File: config.mk
export PLATFORM = sky130hd
export DESIGN_NAME = cfg_change_streamer
export DESIGN_NICKNAME = d
export VERILOG_FILES = /design/src/rtl/cfg_pkg.sv /design/src/rtl/cfg_slot_mux.sv /design/src/rtl/cfg_change_streamer.sv
export SDC_FILE = /design/constraint.sdc
export NUM_CORES = 1
export LEC_CHECK = 0
export ABC_AREA = 1
export CORE_AREA = 5 5 421 423
export CTS_CLUSTER_DIAMETER = 30
export DETAILED_ROUTE_END_ITERATION = 7
export DIE_AREA = 0 0 426 428
export GPL_ROUTABILITY_DRIVEN = 0
export HOLD_SLACK_MARGIN = 0.1
export PLACE_DENSITY_LB_ADDON = 0.12
export SKIP_LAST_GASP = 1
export SLEW_MARGIN = 0
export SYNTH_ARGS = -nofsm -noshare
export SYNTH_HDL_FRONTEND = slang
export SYNTH_SLANG_ARGS = --single-unit
File: constraint.sdc
create_clock -name a_clk -period 3.5 [get_ports a_clk]
set_clock_uncertainty 0.1 [all_clocks]
set_input_delay 0.35 -clock a_clk [delete_from_list [all_inputs] [get_ports a_clk]]
set_output_delay 0.35 -clock a_clk [all_outputs]
set_load 0.01 [all_outputs]
File: src/rtl/cfg_pkg.sv
// Shared types and helpers for the cfg change streamer: word geometry, FSM states
// and the word extractor used by the slot mux.
package cfg_pkg;

    localparam int CFG_WORD_W = 32;
    // Widest cfg bus that word_at can index; narrower buses are zero-extended.
    localparam int CFG_MAX_W  = 4096;
    localparam int WORD_IDX_W = $clog2(CFG_MAX_W / CFG_WORD_W);

    typedef enum logic [1:0] {
        IDLE,
        SCAN,
        SEND
    } state_t;

    // Word idx of the bus; {idx, 5'd0} is idx * 32 at exactly the index width the bus needs.
    function automatic logic [CFG_WORD_W-1:0] word_at(
        input logic [CFG_MAX_W-1:0]  cfg,
        input logic [WORD_IDX_W-1:0] idx
    );
        return cfg[{idx, 5'd0} +: CFG_WORD_W];
    endfunction

endpackage

File: src/rtl/cfg_slot_mux.sv
// Combinational select of the scanned slot's word: word[BASE_ADDR + ptr] of the cfg bus.
module cfg_slot_mux
    import cfg_pkg::*;
#(
    parameter int CFG_WIDTH = 1024,
    parameter int BASE_ADDR = 0,
    parameter int IDX_W     = 3
) (
    input  logic [CFG_WIDTH-1:0]  cfg,
    input  logic [IDX_W-1:0]      ptr,
    output logic [CFG_WORD_W-1:0] word
);

    logic [CFG_MAX_W-1:0]  cfg_ext;
    logic [WORD_IDX_W-1:0] word_idx;

    always_comb begin
        cfg_ext                = '0;
        cfg_ext[CFG_WIDTH-1:0] = cfg;
        word_idx               = WORD_IDX_W'(BASE_ADDR) + WORD_IDX_W'(ptr);
        word                   = word_at(cfg_ext, word_idx);
    end

endmodule

File: src/rtl/cfg_change_streamer.sv
// Round-robin scan of a window of cfg words; every word that changed or is marked dirty
// is emitted as one registered AXI-Stream beat tagged with its slot index.
module cfg_change_streamer
    import cfg_pkg::*;
#(
    parameter int CFG_WIDTH = 1024,
    parameter int BASE_ADDR = 0,
    parameter int NUM_SLOTS = 8,
    parameter int IDX_W     = 3
) (
    input  logic                  a_clk,
    input  logic                  a_resetn,
    input  logic [CFG_WIDTH-1:0]  cfg,
    input  logic                  enable,
    input  logic                  force_all,
    output logic [CFG_WORD_W-1:0] M_AXIS_tdata,
    output logic [IDX_W-1:0]      M_AXIS_tuser,
    output logic                  M_AXIS_tlast,
    output logic                  M_AXIS_tvalid,
    input  logic                  M_AXIS_tready,
    output logic [31:0]           beat_count
);

    localparam logic [IDX_W-1:0] LAST_SLOT = IDX_W'(NUM_SLOTS - 1);

    state_t                state_q, state_d;
    logic [IDX_W-1:0]      ptr_q, ptr_d;
    logic [CFG_WORD_W-1:0] shadow_q [NUM_SLOTS];
    logic [CFG_WORD_W-1:0] shadow_d [NUM_SLOTS];
    logic [NUM_SLOTS-1:0]  dirty_q, dirty_d;
    logic                  tvalid_q, tvalid_d;
    logic [CFG_WORD_W-1:0] tdata_q, tdata_d;
    logic [IDX_W-1:0]      tuser_q, tuser_d;
    logic                  tlast_q, tlast_d;
    logic [31:0]           beat_count_q, beat_count_d;

    logic [CFG_WORD_W-1:0] slot_word;
    logic                  hit;
    logic [IDX_W-1:0]      next_ptr;

    cfg_slot_mux #(
        .CFG_WIDTH (CFG_WIDTH),
        .BASE_ADDR (BASE_ADDR),
        .IDX_W     (IDX_W)
    ) u_slot_mux (
        .cfg  (cfg),
        .ptr  (ptr_q),
        .word (slot_word)
    );

    always_comb begin
        // NOTE: every _d starts from its _q so no branch of the case below can infer a latch.
        state_d      = state_q;
        ptr_d        = ptr_q;
        shadow_d     = shadow_q;
        dirty_d      = dirty_q;
        tvalid_d     = tvalid_q;
        tdata_d      = tdata_q;
        tuser_d      = tuser_q;
        tlast_d      = tlast_q;
        beat_count_d = beat_count_q;

        hit      = dirty_q[ptr_q] | (slot_word != shadow_q[ptr_q]);
        next_ptr = (ptr_q == LAST_SLOT) ? '0 : ptr_q + IDX_W'(1);

        case (state_q)
            IDLE: begin
                if (enable) begin
                    state_d = SCAN;
                end
            end
            SCAN: begin
                if (hit) begin
                    tdata_d         = slot_word;
                    tuser_d         = ptr_q;
                    tlast_d         = (ptr_q == LAST_SLOT);
                    shadow_d[ptr_q] = slot_word;
                    dirty_d[ptr_q]  = 1'b0;
                    tvalid_d        = 1'b1;
                    state_d         = SEND;
                end else begin
                    ptr_d = next_ptr;
                    if (!enable) begin
                        state_d = IDLE;
                    end
                end
            end
            SEND: begin
                // A presented beat always completes; enable only decides where we go next.
                if (M_AXIS_tready) begin
                    tvalid_d     = 1'b0;
                    beat_count_d = beat_count_q + 32'd1;
                    ptr_d        = next_ptr;
                    state_d      = enable ? SCAN : IDLE;
                end
            end
            default: state_d = IDLE;
        endcase

        // Applied last so a resend request wins over a same-cycle dirty clear.
        if (force_all) begin
            dirty_d = '1;
        end
    end

    always_ff @(posedge a_clk or negedge a_resetn) begin
        if (!a_resetn) begin
            state_q      <= IDLE;
            ptr_q        <= '0;
            // NOTE: the shadow array is reset explicitly; it feeds the change compare, so X here would poison hit.
            shadow_q     <= '{default: '0};
            dirty_q      <= '1;
            tvalid_q     <= 1'b0;
            tdata_q      <= '0;
            tuser_q      <= '0;
            tlast_q      <= 1'b0;
            beat_count_q <= '0;
        end else begin
            // NOTE: non-blocking assignments only, so every flop samples the pre-edge _d values.
            state_q      <= state_d;
            ptr_q        <= ptr_d;
            shadow_q     <= shadow_d;
            dirty_q      <= dirty_d;
            tvalid_q     <= tvalid_d;
            tdata_q      <= tdata_d;
            tuser_q      <= tuser_d;
            tlast_q      <= tlast_d;
            beat_count_q <= beat_count_d;
        end
    end

    assign M_AXIS_tvalid = tvalid_q;
    assign M_AXIS_tdata  = tdata_q;
    assign M_AXIS_tuser  = tuser_q;
    assign M_AXIS_tlast  = tlast_q;
    assign beat_count    = beat_count_q;

endmodule

==> impl_metrics.json, run 1 <==
{
  "antenna_left": 0,
  "status": "complete, no violations",
  "whs_ns": 0.155,
  "clock-sinks": 338,
  "synth-edff-count": 0,
  "worstRegToRegCells": 21,
  "finalMaxSlewViolations": 0,
  "synth_cell_types": 35,
  "grt_usage": 0.130,
  "ys_warn_count": 0,
  "rsz0062_at_grt": "yes",
  "firstDrtPassIters": 5,
  "hpwl_um": 83200,
  "synth_mux_area_frac": 0,
  "grt_pass1_wl_um": 172000,
  "grt_pass1_vias": 22960,
  "vias_per_cell": 3.69,
  "ctsLongestPathBuffers": 3,
  "vias": 22326,
  "max_freq_ghz": 0.294,
  "die-area_um2": 182000,
  "synthXorXnorAreaFrac": 0.0115,
  "io_buffers": 329,
  "cp-start-kind": "flip-flop",
  "htreeDepth": 3,
  "grt_max_degree": 107,
  "ios": 1098,
  "synthCells": 3091,
  "die_x_um": 426,
  "synth_top_area_frac": 0.401,
  "max_slew_margin": 0.461,
  "area.growth.synth_to_final_pct": 63.1,
  "core_um2": 173000,
  "start_util": 0.119,
  "die_y_um": 428,
  "setup_violations": 0,
  "crit_fanout": 19,
  "power.density_nw_per_um2": 953,
  "crit_type": "reg -> reg",
  "drive_above_1_share": 0.165,
  "maxCapViolCount": 0,
  "min_period_ns": 3.40,
  "leakage_uw": 0.0167,
  "post-route-period-util": 0.972,
  "syn_area_per_cell_um2": 6.66,
  "tightest_slew_ns": 0.808,
  "wl_per_cell_um": 20.3,
  "numCtsBuffers": 112,
  "final.fill_count": 19820,
  "synth_area_um2": 20600,
  "synth-compound-area-share": 0.0274,
  "yosysSeqAreaShare": 0.412,
  "synth_top_family_by_area": "simple AND/OR/NAND/NOR gates",
  "hold_viol": 0,
  "drc": 0,
  "worstPathArrival_ns": 3.89,
  "synth.area.top_cells": "dfrtp_1 (40%), nand2_1 (28%), nand4_1 (8.0%)",
  "cp-end-kind": "flip-flop",
  "grt-ovfl-total": 0,
  "fin_nets": 4654,
  "synthAdderAreaFrac": 0.00182,
  "async_flop_share": 1.00,
  "syn_nets": 4123,
  "cts_tree": "done",
  "ir_drop_v": 0.000516,
  "cts-root-buf": "clkbuf_16",
  "antenna_found_initial": 16,
  "drt-initial-drc-count": 1355,
  "cp.required_ns": 3.99,
  "ys.flop_type": "dfrtp_1",
  "synthSimpleGateAreaFrac": 0.437,
  "synth_top_area_cell": "dfrtp_1",
  "clk_latency_ns": 0.71,
  "rows": 153,
  "min_path_type": "in -> async",
  "drt-total-wl_um": 123000,
  "synth_most_common_cell": "nand2_1",
  "synth_commonest_cells": "nand2_1 (1539), dfrtp_1 (330), inv_1 (281)",
  "tns_ns": 0,
  "synth_seq_cells": 338,
  "path_clk_slew_ns": 0.04
}
-- final timing paths --
check / startpoint / to / slack, ns
setup / recovery: ptr_q[0] / M_AXIS_tdata[2] / 0.1
hold / removal: a_resetn / shadow_q[157] / 0.15
setup reg to reg: ptr_q[0] / M_AXIS_tdata[2] / 0.1
hold reg to reg: shadow_q[112] / shadow_q[112] / 0.36
max in group asynchronous: a_resetn / shadow_q[111] / 2.13
min in group a_clk: M_AXIS_tready / state_q[1] / 0.19
-- cell type report --
class | count | area (µm²) | area share
multi-input cells | 2254 | 10200 | 0.305
flip-flops and latches | 338 | 8470 | 0.253
repair buffers | 624 | 7000 | 0.209
clock buffers | 177 | 3420 | 0.102
well taps | 2325 | 2910 | 0.0867
inverters | 291 | 1100 | 0.0329
clock inverters | 31 | 374 | 0.0112
diodes | 6 | 15.0 | 0.000448
repair inverters | 1 | 8.76 | 0.000261
-- cells by family (layout without fill, tap and decap cells) --
group,Yosys count,after routing
compound gates,102,102
xor+xnor,27,27
fa+ha+maj,3,3
buf+inv,499,1124
flops,338,338
other cells,0,6
simple gates,2122,2122
-- power breakdown --
part	total [µW]	switching, µW	internal [µW]
combinational	15800	9870	5950
clock	9870	3060	6820
sequential	6290	860	5430
total	32000	13800	18200
-- per-stage QoR --
stage | setup slack [ns] | total power, µW | instances | utilization | area [µm²]
after floorplan | 0.922 | 13300 | 3091 | - | 20600
after global placement | -0.207 | 20900 | 5793 | 0.165 | 28500
after detailed placement | -0.220 | 20900 | 5793 | 0.165 | 28500
after CTS | 0.00950 | 31900 | 6020 | 0.190 | 32900
after global routing | -0.0364 | 34300 | 6045 | 0.194 | 33500
final | 0.0968 | 32000 | 6047 | 0.194 | 33500
-- layer usage --
metal / wire length [µm] / track usage
met4: 2290 / 0.0312
met2: 55600 / 0.205
met3: 5720 / 0.0283
met1: 59300 / 0.181
met5: 59 / 0
-- state kept, by name (all words and copies together) (netlist names) --
signal,cells
M_AXIS_tdata,32
M_AXIS_tvalid,1
M_AXIS_tuser,3
M_AXIS_tlast,1
ptr_q,3
shadow_q,256
state_q,2
dirty_q,8
beat_count,32
-- critical path, cell delays in order, from the launching register on --
cell and delay [ns]:
dfrtp_4 0.57, buf_12 0.18, buf_12 0.15, or2_2 0.30
nand3_2 0.11, nand2_1 0.09, inv_1 0.10, nand2_4 0.08
nand2_1 0.06, nand2_1 0.05, nor2_2 0.14, nand2_1 0.07
nor2_1 0.10, buf_4 0.15, nand2_4 0.06, nor2_4 0.15
nand2_8 0.10, buf_4 0.15, buf_12 0.15, buf_12 0.16
nand3_1 0.14, nand2_1 0.07
-- what timing repair did --
action                                 CTS  global route
endpoints found under the hold margin  283             0
buffers inserted                         6            14
hold buffers                             2             0
gates cloned                            11             9
resized for setup                       54           108
pin swaps                                2            21
setup endpoints to repair              305           306
-- layout by cell type (no fill, tap or decap), types with 10 or more instances in the layout --
master	synthesis	layout
nor2_4	3	21
nor2_2	4	10
inv_1	281	279
buf_6	33	22
buf_4	14	171
clkbuf_16	0	121
clkbuf_8	0	37
or2_2	13	13
xor2_1	18	18
buf_12	0	73
nand3_2	0	16
a21oi_1	30	29
nand4_1	262	262
nand2_1	1539	1505
buf_16	0	14
o21ai_0	38	27
o21ai_1	13	18
o211ai_1	18	18
nand3_1	155	137
nand2_2	10	39
dfrtp_1	330	327
nor2_1	108	84
clkdlybuf4s50_1	0	328
clkbuf_1	51	28
clkinv_2	0	21
inv_2	9	11
Note: power is estimated with default switching activity, not from simulation.
==> run 2, diff against run 1 <==
--- a/config.mk
+++ b/config.mk
@@ -6,10 +6,12 @@
 export NUM_CORES = 1
 export LEC_CHECK = 0
 export ABC_AREA = 1
-export CORE_AREA = 5 5 421 423
+export CELL_PAD_IN_SITES_DETAIL_PLACEMENT = 0
+export CELL_PAD_IN_SITES_GLOBAL_PLACEMENT = 1
+export CORE_AREA = 5 5 424 426
 export CTS_CLUSTER_DIAMETER = 30
 export DETAILED_ROUTE_END_ITERATION = 7
-export DIE_AREA = 0 0 426 428
+export DIE_AREA = 0 0 429 431
 export GPL_ROUTABILITY_DRIVEN = 0
 export HOLD_SLACK_MARGIN = 0.1
 export PLACE_DENSITY_LB_ADDON = 0.12
==> constraint.sdc (replaced) <==
create_clock -name a_clk -period 3.5 [get_ports a_clk]
set_clock_uncertainty 0.1 [all_clocks]
set_input_delay 0.7 -clock a_clk [delete_from_list [all_inputs] [get_ports a_clk]]
set_output_delay 0.7 -clock a_clk [all_outputs]
set_load 0.01 [all_outputs]
==> run 2 against run 1 <==
  * Wire length increased by 2.3%
  * First-iteration DRC count fell by 15%
  * Non-clock buffer count grew 1
  * Utilization is 0.21 points lower
  * Highest routed layer unchanged
  * Critical endpoint is now shadow_q[167]
  * Power hardly changed
  * Sequential power about the same
  * Combinational power decreased by 3%
==> impl_metrics.json, run 2 (synthesis results as in run 1) <==
{
  "min_period_ns": 3.36,
  "die_x_um": 429,
  "wl_met3_um": 4890,
  "die-area_um2": 185000,
  "rsz0062_at_grt": "yes",
  "htreeDepth": 3,
  "whs_endpoint": "dirty_q[5]",
  "dp_cells": 5815,
  "crit_fanout": 20,
  "wl_met2_um": 59000,
  "drc": 0,
  "drive_above_1_share": 0.161,
  "timing.rr.start": "ptr_q[0]",
  "regToRegSetupSlack_ns": 0.14,
  "clock-sinks": 338,
  "finish.utilization": 0.192,
  "mostFrequentLayoutCell": "nand2_1",
  "setup_ws_ns": 0.136,
  "path_clk_slew_ns": 0.04,
  "fin_nets": 4659,
  "crit_path_cell_trace": "buf_12, buf_12, buf_4, nand2_1, nand3_1, buf_4, nand2_1, nor2_1, nand2_1, nand2_1, nor2_2, nand2_2, nor2_1, buf_4, nand2_4, nor2_4, buf_12, buf_12, nand2_8, buf_12, buf_16, nand4_1, nand2_1",
  "hp-start": "dirty_q[5]",
  "vias": 22047,
  "maxCapViolCount": 0,
  "cp.required_ns": 3.96,
  "crit_type": "reg -> reg",
  "cp_slowest_cell": "dfrtp_4",
  "largest_register": "shadow_q",
  "cts_tree": "done",
  "drt-met1-wl_um": 60000,
  "worstRegToRegCells": 23,
  "core_um2": 175000,
  "tightest_slew_ns": 0.807,
  "top_layer": "met5",
  "ios": 1098,
  "start_util": 0.117,
  "numCtsBuffers": 113,
  "setup_violations": 0,
  "finalMaxSlewViolations": 0,
  "grt-ovfl-total": 0,
  "io_buffers": 329,
  "wl_per_cell_um": 20.8,
  "vias_per_cell": 3.64,
  "cp-end-kind": "flip-flop",
  "cp-start-kind": "flip-flop",
  "hold_viol": 0,
  "grt_pass1_wl_um": 177000,
  "drt-total-wl_um": 126000,
  "clk_latency_ns": 0.68,
  "grt_usage": 0.132,
  "die_y_um": 431,
  "max_freq_ghz": 0.297,
  "layout_common_cells": "nand2_1 (1509), clkdlybuf4s50_1 (328), dfrtp_1 (327)",
  "slowest_delay_ns": 0.51,
  "largest_register_ffs": 256,
  "post-route-period-util": 0.961,
  "instances_no_fill": 6062,
  "power.density_nw_per_um2": 951,
  "antenna_found_initial": 12,
  "r2r-end": "shadow_q[167]",
  "ir_drop_v": 0.000439,
  "grt_pass1_vias": 22926,
  "drt-initial-drc-count": 1155,
  "ctsLongestPathBuffers": 3,
  "max_slew_margin": 0.462,
  "hpwl_um": 85800,
  "firstDrtPassIters": 4,
  "min_path_type": "reg -> reg",
  "leakage_uw": 0.0168,
  "area.growth.synth_to_final_pct": 63.4,
  "status": "complete, no violations",
  "whs_ns": 0.360,
  "pre_cts_slack_ns": -0.692,
  "cts-root-buf": "clkbuf_16",
  "grt_max_degree": 92,
  "worstPathArrival_ns": 3.82,
  "min_path_cells": 2,
  "rows": 154,
  "antenna_left": 0
}
run 2: cell count changes in the layout (fill, tap and decap cells not counted), sizes merged:
cell,before,now
buf,284,287
diode,6,2
bufinv,3,8
clkbuf,186,192
inv,294,292
dlygate4sd3,2,1
bufbuf,1,2
clkinv,26,16
nand2,1551,1553
run 2: layer usage:
layer,vias to the layer above,track usage
met3,138,0.0264
met1,10624,0.180
met5,-,0
li1,10892,-
met2,385,0.219
met4,8,0.0241
run 2: layout make-up:
type / count / area (µm²)
Antenna cell: 2 / 5.00
Multi-Input combinational cell: 2256 / 10200
Sequential cell: 338 / 8470
Timing Repair inverter: 2 / 27.5
Fill cell: 20056 / 142000
Tap cell: 2340 / 2930
Clock buffer: 185 / 3580
Timing Repair Buffer: 625 / 6950
Clock inverter: 23 / 330
Inverter: 291 / 1120
run 2: how the worst max path moves through the flow:
stage | start | to | slack (ns) | depth (start not counted)
floorplan | ptr_q[0] | shadow_q[109] | 0.92 | 19
global placement | cfg[71] | M_AXIS_tuser[2] | -0.70 | 19
detailed placement | cfg[7] | M_AXIS_tuser[2] | -0.69 | 19
CTS | ptr_q[0] | dirty_q[4] | -0.02 | 24
global route | ptr_q[0] | shadow_q[70] | -0.04 | 23
finish | ptr_q[0] | shadow_q[167] | 0.14 | 23
run 2: repair_timing:
| item | CTS | global route |
|---|---|---|
| cloned | 8 | 9 |
| hold buffers | 1 | 0 |
| pin swaps | 9 | 12 |
| setup endpoints to repair | 306 | 305 |
| resized for setup | 48 | 73 |
| setup buffers | 13 | 6 |
| hold endpoints to repair | 57 | 0 |
run 2: where the power goes:
| part | leakage, µW | internal (µW) | switching (µW) |
|---|---|---|---|
| clock | 0.00194 | 7400 | 2920 |
| sequential | 0.00437 | 5430 | 835 |
| combinational | 0.0105 | 5680 | 9720 |
| total | 0.0168 | 18500 | 13500 |
run 2: metrics by stage:
step | power (µW) | cell area (µm²) | setup TNS [ns]
finish | 32000 | 33600 | 0
global route | 34500 | 33600 | -0.952
CTS | 32300 | 33100 | -0.0302
detailed placement | 21200 | 28600 | -178.30
global placement | 21300 | 28600 | -180.30
floorplan | 13300 | 20600 | 0
run 2: worst max-delay path, delay by kind of cell (launching register included):
kind	cells	cell delay [ns]
AND/OR/NAND/NOR	14	1.16
buffers and inverters	9	1.39
flip-flops	1	0.51
